<file path="src/rtl/pio_dispatch_pkg.sv">
// Shared types and PIO register addresses for the edge-capture PIO dispatcher.
package pio_dispatch_pkg;

    typedef enum logic [3:0] {
        INIT_MASK,
        IDLE,
        MASK_WR,
        RD_CAP,
        WAIT_CAP,
        CLR_CAP,
        RD_LVL,
        WAIT_LVL,
        EMIT
    } state_e;

    localparam logic [1:0] PIO_ADDR_DATA = 2'd0;
    localparam logic [1:0] PIO_ADDR_MASK = 2'd2;
    localparam logic [1:0] PIO_ADDR_EDGE = 2'd3;

endpackage

</file>
<file path="src/rtl/lsb_priority_enc.sv">
// Combinational lowest-set-bit encoder: index of the least significant 1 plus an any-bit flag.
module lsb_priority_enc #(
    parameter int unsigned DATA_W = 32,
    parameter int unsigned IDX_W  = 5
) (
    input  logic [DATA_W-1:0] i_vec,
    output logic [IDX_W-1:0]  o_idx,
    output logic              o_any
);

    // Scanning downward lets the lowest set bit win the final assignment.
    always_comb begin
        o_idx = '0;
        for (int i = DATA_W - 1; i >= 0; i--) begin
            if (i_vec[i]) begin
                o_idx = IDX_W'(i);
            end
        end
    end

    assign o_any = |i_vec;

endmodule

</file>
<file path="src/rtl/pio_edge_dispatcher.sv">
// Avalon-MM master that drains the edge-capturing PIO on irq and streams one event per captured bit.
module pio_edge_dispatcher
    import pio_dispatch_pkg::*;
#(
    parameter int unsigned      DATA_W        = 32,
    parameter int unsigned      IDX_W         = 5,
    parameter logic [DATA_W-1:0] IRQ_MASK_INIT = 32'hFFFF_FFFF
) (
    input  logic              clk,
    input  logic              reset,
    input  logic              irq_in,
    output logic [1:0]        avm_address,
    output logic              avm_chipselect,
    output logic              avm_write_n,
    output logic [DATA_W-1:0] avm_writedata,
    input  logic [DATA_W-1:0] avm_readdata,
    input  logic              cfg_mask_wr,
    input  logic [DATA_W-1:0] cfg_mask,
    output logic              evt_valid,
    input  logic              evt_ready,
    output logic [IDX_W-1:0]  evt_index,
    output logic              evt_level,
    output logic              busy
);

    state_e            r_state, w_state_next;
    logic              r_cs, w_cs;
    logic              r_wr_n, w_wr_n;
    logic [1:0]        r_addr, w_addr;
    logic [DATA_W-1:0] r_wdata, w_wdata;
    logic [DATA_W-1:0] r_cap, w_cap_next;
    logic [DATA_W-1:0] r_lvl;
    logic [DATA_W-1:0] r_mask;
    logic              r_mask_pend;
    logic [IDX_W-1:0]  w_idx;
    logic              w_any;
    logic [DATA_W-1:0] w_onehot;
    logic [DATA_W-1:0] w_mask_wdata;

    lsb_priority_enc #(
        .DATA_W (DATA_W),
        .IDX_W  (IDX_W)
    ) u_enc (
        .i_vec (r_cap),
        .o_idx (w_idx),
        .o_any (w_any)
    );

    assign w_onehot     = {{(DATA_W-1){1'b0}}, 1'b1} << w_idx;
    // A request arriving in the same cycle as the IDLE decision must not be lost.
    assign w_mask_wdata = cfg_mask_wr ? cfg_mask : r_mask;

    // Avalon outputs are registered from the decision, so each access is visible in the next state.
    always_comb begin
        w_state_next = r_state;
        w_cs         = 1'b0;
        w_wr_n       = 1'b1;
        w_addr       = '0;
        w_wdata      = '0;
        w_cap_next   = r_cap;
        case (r_state)
            INIT_MASK: begin
                w_state_next = IDLE;
                w_cs         = 1'b1;
                w_wr_n       = 1'b0;
                w_addr       = PIO_ADDR_MASK;
                w_wdata      = IRQ_MASK_INIT;
            end
            IDLE: begin
                if (r_mask_pend) begin
                    w_state_next = MASK_WR;
                    w_cs         = 1'b1;
                    w_wr_n       = 1'b0;
                    w_addr       = PIO_ADDR_MASK;
                    w_wdata      = w_mask_wdata;
                end else if (irq_in) begin
                    w_state_next = RD_CAP;
                    w_cs         = 1'b1;
                    w_addr       = PIO_ADDR_EDGE;
                end
            end
            MASK_WR:  w_state_next = IDLE;
            RD_CAP:   w_state_next = WAIT_CAP;
            WAIT_CAP: begin
                w_cap_next = avm_readdata;
                if (avm_readdata == '0) begin
                    w_state_next = IDLE;
                end else begin
                    w_state_next = CLR_CAP;
                    w_cs         = 1'b1;
                    w_wr_n       = 1'b0;
                    w_addr       = PIO_ADDR_EDGE;
                    w_wdata      = '1;
                end
            end
            CLR_CAP: begin
                w_state_next = RD_LVL;
                w_cs         = 1'b1;
                w_addr       = PIO_ADDR_DATA;
            end
            RD_LVL:   w_state_next = WAIT_LVL;
            WAIT_LVL: w_state_next = EMIT;
            EMIT: begin
                if (evt_ready && w_any) begin
                    w_cap_next = r_cap & ~w_onehot;
                    if ((r_cap & ~w_onehot) == '0) begin
                        w_state_next = IDLE;
                    end
                end
            end
            default:  w_state_next = INIT_MASK;
        endcase
    end

    always_ff @(posedge clk or posedge reset) begin
        if (reset) begin
            r_state     <= INIT_MASK;
            r_cs        <= 1'b0;
            r_wr_n      <= 1'b1;
            r_addr      <= '0;
            r_wdata     <= '0;
            r_cap       <= '0;
            r_lvl       <= '0;
            r_mask      <= '0;
            r_mask_pend <= 1'b0;
        end else begin
            r_state <= w_state_next;
            r_cs    <= w_cs;
            r_wr_n  <= w_wr_n;
            r_addr  <= w_addr;
            r_wdata <= w_wdata;
            r_cap   <= w_cap_next;
            if (r_state == WAIT_LVL) begin
                r_lvl <= avm_readdata;
            end
            if (cfg_mask_wr) begin
                r_mask      <= cfg_mask;
                r_mask_pend <= 1'b1;
            end else if (r_state == MASK_WR) begin
                r_mask_pend <= 1'b0;
            end
        end
    end

    assign avm_chipselect = r_cs;
    assign avm_write_n    = r_wr_n;
    assign avm_address    = r_addr;
    assign avm_writedata  = r_wdata;

    assign evt_valid = (r_state == EMIT);
    assign evt_index = w_idx;
    assign evt_level = r_lvl[w_idx];
    assign busy      = (r_state != IDLE);

endmodule
</file>
<file path="config.mk">
export PLATFORM = sky130hd
export DESIGN_NAME = pio_edge_dispatcher
export DESIGN_NICKNAME = d
export VERILOG_FILES = /design/src/rtl/pio_dispatch_pkg.sv /design/src/rtl/lsb_priority_enc.sv /design/src/rtl/pio_edge_dispatcher.sv
export SDC_FILE = /design/constraint.sdc
export NUM_CORES = 1
export LEC_CHECK = 0
export BUFFER_PORTS_ARGS = -buffer_cell sky130_fd_sc_hd__buf_2
export CORE_ASPECT_RATIO = 0.5
export CORE_MARGIN = 3
export CORE_UTILIZATION = 40
export DETAILED_ROUTE_END_ITERATION = 10
export PLACE_DENSITY = 0.7
export SLEW_MARGIN = 20
export SYNTH_ARGS = -nofsm -noshare
export SYNTH_HDL_FRONTEND = slang
export SYNTH_SLANG_ARGS = --single-unit
</file>
<file path="constraint.sdc">
create_clock -name clk -period 6 [get_ports clk]
set_clock_uncertainty 0.15 [all_clocks]
set_input_delay 0.9 -clock clk [delete_from_list [all_inputs] [get_ports clk]]
set_output_delay 0.9 -clock clk [all_outputs]
set_load 0.05 [all_outputs]
</file>
==> out/qor.csv, run 1 <==
stage,metric,value,unit
status,outcome,completed,
critical_path,cp_slowest_cell,a2111oi_0,
synthesis,syn_inst,618,
clocking,clockRootBuffer,clkbuf_16,
synthesis,synth-async-reset-ratio,100,%
synthesis,synth_ff_type,dfrtp_1,
layout,insertedDiodeCount,0,
critical_path,crit_arrival,3.99,ns
clocking,clock_latency,0.42,ns
grt,grt_max_degree,94,
layout,drive_gt1_share,27.4,%
pwr,p_leak,3.64,nW
drt,dr_total_vias,5417,
sta,fmax,199,MHz
drt,routedWlPerCell,20.5,um
clocking,clockBufferDepth,2,
synthesis,syn_avg_cell_area,10.5,um^2
run,cap_violations,0,
clocking,cts_buffers,17,
layout,final_common_cell,dfrtp_1,
critical_path,cp-start-kind,register,
synthesis,synth.area.top_cells,"dfrtp_1, o21ai_0, mux2i_1, mux2_2, a22o_1",
clocking,clock-sinks,137,
layout,stdcell_count,957,
grt,gr-total-overflow,0,
drt,drt_iter0_drc,583,
sta,tightest_slew,1.07,ns
sta,slew_violations,0,
sta,max-slew-margin-rel,28.4,%
layout,fin_nets,792,
floorplanning,floorplan.initialDensity,41.4,%
critical_path,crit_type,register to primary output,
placement,placedCellCount,925,
critical_path,cp_max_fo,12,
placement,gp_congestion,1.02,
synthesis,synth-xor-area-share,0,%
synthesis,synth-seq-cells,137,
floorplanning,std_cell_rows,32,
synthesis,syn_area,0.00649,mm^2
synthesis,yosys_warnings,0,
clocking,cts-resized-gates,0,
layout,layout_common_cells,"dfrtp_1, buf_2, o21ai_0",
floorplanning,core-area,0.0157,mm^2
synthesis,synth-edff-count,0,
critical_path,slowest_delay,0.64,ns
synthesis,synth_top_area_cell,dfrtp_1,
grt,antenna_found_initial,0,
clocking,postCtsHoldBufs,0,
placement,dp_slack,1.54,ns
synthesis,synth.mux.area_fraction,12.8,%
drt,ant_nets,0,
clocking,htreeDepth,4,
drt,first_pass_iters,5,
critical_path,endpoint_kind,primary output,
synthesis,synth_fa_ha_area_share,0,%
synthesis,yosysTopAreaCellShare,52.5,%
critical_path,crit_chain,nor2_1 -> a2111oi_0 -> o211ai_1 -> o211ai_1 -> a21o_1 -> nand2_1 -> a22oi_1 -> a22oi_1 -> a32o_1 -> a221oi_1 -> buf_2,
grt,grt_pass1_vias,5453,
critical_path,cp.required,4.95,ns
clocking,clk_pin_slew,0.07,ns
synthesis,ys_seq_area_share,52.9,%
synthesis,syn_nets,687,
sta,grt_setup_unrepaired,false,
sta,post-route-period-util,83.9,%
synthesis,synth_cell_type_count,53,
pwr,powerDensity,647,mW/mm^2
drt,routed_wl,19600,um
synthesis,synth_top_family_by_area,compound AO/OA/AOI/OAI gates,
pwr,peakVddDrop,0.260,mV
critical_path,path_buf_inv,1,
drt,vias_per_cell,5.66,
sta,layout_min_cycle_time,5.04,ns
grt,grt_pass1_wl,31200,um
floorplanning,boundaryPins,113,
sta,hold_violations,0,
floorplanning,die_w,186,um
grt,track_usage,23.0,%
drt,drc_errors,0,
placement,placed_area,0.00725,mm^2
floorplanning,die_h,96.1,um
floorplanning,die-area,0.0179,mm^2
synthesis,synth_simple_gate_area_share,12.5,%
worst_hold_path,worstHoldPathType,register to register,
placement,io_buffers,112,
sta,setup_ws,0.965,ns
placement,place_hpwl,13800,um
sta,fin_setup_tns,0,ns
critical_path,cp_top_family,compound AO/OA/AOI/OAI gates,
sta,finalSetupViolations,0,
layout,fin_util,50.1,%
synthesis,synth_compound_area_share,16.8,%
layout,postLayoutCellArea,0.00785,mm^2
clocking,cts_setup_buffers,0,
layout,syn_to_final_growth,21.0,%
clocking,cts_tree,done,
-- worst reg2reg max path, stage by stage, from the launching register on --
cell and delay (ns):
dfrtp_1 0.47, nor4_1 0.76, nand4_1 0.32, nor4_2 0.43, nand2_1 0.24, o31a_1 0.30
a221o_1 0.28, or4_4 0.53, nor4_2 0.32, nand2_1 0.09, a21bo_1 0.20
-- sequential cells by signal (all words and copies together) (netlist names), 2 cells and up --
signal         cells
r_state            4
avm_writedata     32
r_mask            32
avm_address        2
r_lvl             32
r_cap             32
-- synth_stat cells, types with 7 or more instances --
cell type / n
or4_1: 7
dfrtp_1: 136
nand2b_1: 8
clkbuf_1: 25
a22o_1: 27
inv_1: 45
mux2i_1: 36
nor2_1: 30
nor4_1: 16
a21oi_1: 19
mux2_2: 32
nand2_1: 57
o21ai_0: 80
nor3_1: 8
-- power by group --
group	switching, W	internal (W)	total (W)
clock	0.000466	0.000633	0.00110
sequential	0.000339	0.00130	0.00164
combinational	0.00158	0.000762	0.00234
-- kinds of logic after synthesis --
| group | after synthesis |
|---|---|
| compound gates | 171 |
| buf+inv | 79 |
| flops | 137 |
| mux | 73 |
| simple gates | 158 |
-- final timing paths --
kind | start | end | slack [ns] | cells past startpoint
max in group asynchronous | reset | r_lvl[27] | 4.09 | 3
min in group asynchronous | reset | r_lvl[5] | 0.50 | 2
worst min-delay path | r_mask[9] | r_mask[9] | 0.32 | 2
worst min register to register | r_mask[9] | r_mask[9] | 0.32 | 2
worst max-delay path | r_cap[6] | evt_level | 0.96 | 11
worst max register to register | r_cap[4] | r_state[3] | 1.80 | 10
-- final cells by class --
| cell class | instances | area (um^2) |
|---|---|---|
| multi-input combinational | 402 | 2750 |
| inverter | 46 | 178 |
| tap | 221 | 277 |
| clock buffer | 18 | 429 |
| fill | 1434 | 7800 |
| clock inverter | 14 | 175 |
| timing repair buffer | 119 | 613 |
| sequential | 137 | 3430 |
-- routing by layer --
metal,up-vias,global-route usage (%),wire [um]
met2,270,34.3,8640
met5,-,0,0
met3,62,5.96,1580
li1,2448,-,-
met1,2637,31.9,8680
met4,0,10.1,746
-- through the flow --
| step | total power, W | hold WS [ns] |
|---|---|---|
| detailed placement | 0.00395 | 0.310 |
| CTS | 0.00506 | 0.326 |
| global placement | 0.00395 | 0.304 |
| global route | 0.00535 | 0.346 |
| finish | 0.00508 | 0.322 |
| floorplan | 0.00326 | 0.291 |
Power figures use the tool's default switching activity.
==> inputs of run 2 (changes only) <==
--- a/config.mk
+++ b/config.mk
@@ -10,7 +10,7 @@
 export CORE_MARGIN = 3
 export CORE_UTILIZATION = 40
 export DETAILED_ROUTE_END_ITERATION = 10
-export PLACE_DENSITY = 0.7
+export PLACE_DENSITY = 0.73
 export SLEW_MARGIN = 20
 export SYNTH_ARGS = -nofsm -noshare
 export SYNTH_HDL_FRONTEND = slang
==> constraint.sdc (replaced) <==
create_clock -name clk -period 4.05 [get_ports clk]
set_clock_uncertainty 0.15 [all_clocks]
set_input_delay 0.6075 -clock clk [delete_from_list [all_inputs] [get_ports clk]]
set_output_delay 0.6075 -clock clk [all_outputs]
set_load 0.05 [all_outputs]
==> out/qor.csv, run 2 (synthesized netlist as in run 1, its figures left out) <==
stage,metric,value,unit,change
clocking,clock_latency,0.41,ns,about the same
critical_path,cp_max_fo,5,,-7
clocking,htreeDepth,4,,unchanged
floorplanning,die_h,96.1,um,unchanged
sta,tightest_slew,1.13,ns,+0.0546 ns
critical_path,crit_arrival,3.28,ns,-0.71 ns
sta,finalSetupViolations,0,,unchanged
sta,max-slew-margin-rel,24.8,%,-3.6 points
drt,vias_per_cell,5.72,,+1.0%
floorplanning,core-area,0.0157,mm^2,unchanged
sta,fmax,248,MHz,
critical_path,endpoint_kind,primary output,,
placement,io_buffers,112,,unchanged
drt,drc_errors,0,,unchanged
floorplanning,floorplan.initialDensity,41.4,%,unchanged
critical_path,cp.required,3.29,ns,-1.66 ns
drt,ant_nets,0,,unchanged
sta,hold_violations,0,,unchanged
grt,track_usage,22.9,%,-0.14 points
sta,post-route-period-util,99.6,%,
layout,final_common_cell,dfrtp_1,,
pwr,p_leak,3.89,nW,+6.8%
layout,insertedDiodeCount,0,,unchanged
run,cap_violations,0,,unchanged
clocking,clockBufferDepth,2,,unchanged
grt,antenna_found_initial,1,,+1
drt,routed_wl,20200,um,+2.7%
grt,grt_pass1_wl,31300,um,+0.37%
pwr,peakVddDrop,0.484,mV,+86%
drt,dr_total_vias,5731,,+5.8%
drt,first_pass_iters,5,,unchanged
placement,place_hpwl,14100,um,+2.2%
drt,routedWlPerCell,20.1,um,-1.9%
pwr,powerDensity,964,mW/mm^2,+49%
layout,layout_common_cells,"dfrtp_1, buf_2, o21ai_0",,
grt,grt_pass1_vias,5604,,+2.8%
grt,gr-total-overflow,0,,unchanged
critical_path,crit_type,register to primary output,,
layout,fin_nets,837,,+5.7%
sta,slew_violations,0,,unchanged
layout,drive_gt1_share,34.4,%,+7.0 points
placement,placedCellCount,955,,+3.2%
floorplanning,boundaryPins,113,,unchanged
placement,gp_congestion,0.959,,-6.1%
sta,layout_min_cycle_time,4.03,ns,
clocking,clockRootBuffer,clkbuf_16,,
clocking,clk_pin_slew,0.07,ns,about the same
critical_path,cp-start-kind,register,,
floorplanning,die_w,186,um,unchanged
floorplanning,std_cell_rows,32,,unchanged
floorplanning,die-area,0.0179,mm^2,unchanged
clocking,postCtsHoldBufs,0,,unchanged
layout,stdcell_count,1002,,+4.7%
clocking,clock-sinks,137,,unchanged
worst_hold_path,worstHoldPathType,input port to asynchronous set/reset pin,,
pwr,power.total,0.00803,W,+58%
status,outcome,completed,,
clocking,cts_tree,done,,
clocking,cts_buffers,17,,unchanged
layout,syn_to_final_growth,28.4,%,
grt,grt_max_degree,57,,-39%
drt,drt_iter0_drc,713,,+22%
==> run 2: metal layers <==
metal	vias to the layer above	wire length [um]	track usage (%)
li1	2550	-	-
met5	-	13	0
met2	315	9200	35.1
met1	2826	8640	31.4
met4	2	320	6.87
met3	38	2020	7.06
==> run 2: worst max-delay path, cell delays in order, from the launching register on <==
cell      delay, ns
dfrtp_1        0.43
or4_4          0.57
or3_4          0.36
a311oi_4       0.29
nor4_4         0.10
buf_4          0.18
a22oi_2        0.14
a22oi_1        0.11
a32o_2         0.24
a221oi_2       0.24
buf_6          0.21
==> run 2: path summary, 6_finish.rpt <==
check / end / cells past startpoint / slack, ns / from
worst min-delay path: r_mask[31] / 2 / 0.06 / reset
min in group clk: r_mask[2] / 3 / 0.27 / cfg_mask[2]
worst max register to register: r_state[3] / 12 / 0.16 / r_cap[10]
worst max-delay path: evt_level / 10 / 0.02 / r_cap[10]
max in group asynchronous: avm_writedata[2] / 3 / 2.96 / reset
worst min register to register: r_mask[26] / 2 / 0.32 / r_mask[26]
==> run 2: what timing repair did <==
item,CTS,global route
gates resized for setup,9,23
pin swaps,0,15
gates cloned,0,1
setup buffers,0,14
endpoints found under the setup margin,1,1
==> run 2: power by group <==
group          switching, W  total [W]  internal (W)  leakage [nW]
Combinational       0.00256    0.00407       0.00151          1.96
Sequential         0.000498    0.00242       0.00193          1.64
Clock              0.000693    0.00153      0.000839         0.282
Total               0.00375    0.00803       0.00428          3.89
==> run 2: per-stage QoR <==
stage / hold WS (ns) / setup slack [ns] / util [%] / setup TNS [ns] / instance area, um^2
after detailed placement: 0.310 / 0.211 / 47.8 / 0 / 7480
final: 0.0559 / 0.0172 / 53.2 / 0 / 8330
after global routing: 0.0633 / -0.0652 / 53.2 / -0.110 / 8330
after global placement: 0.303 / 0.247 / 47.8 / 0 / 7480
after CTS: 0.254 / 0.00652 / 51.7 / 0 / 8090
after floorplan: 0.291 / -0.346 / - / -0.346 / 6500
==> run 2: area by class of cell <==
cell class                      instances  area (um^2)
Inverter                               46          181
Clock buffer                           18          439
Tap cell                              221          277
Fill cell                            1379         7330
Multi-Input combinational cell        402         2860
Timing Repair Buffer                  164          990
Sequential cell                       137         3440
Clock inverter                         14          143
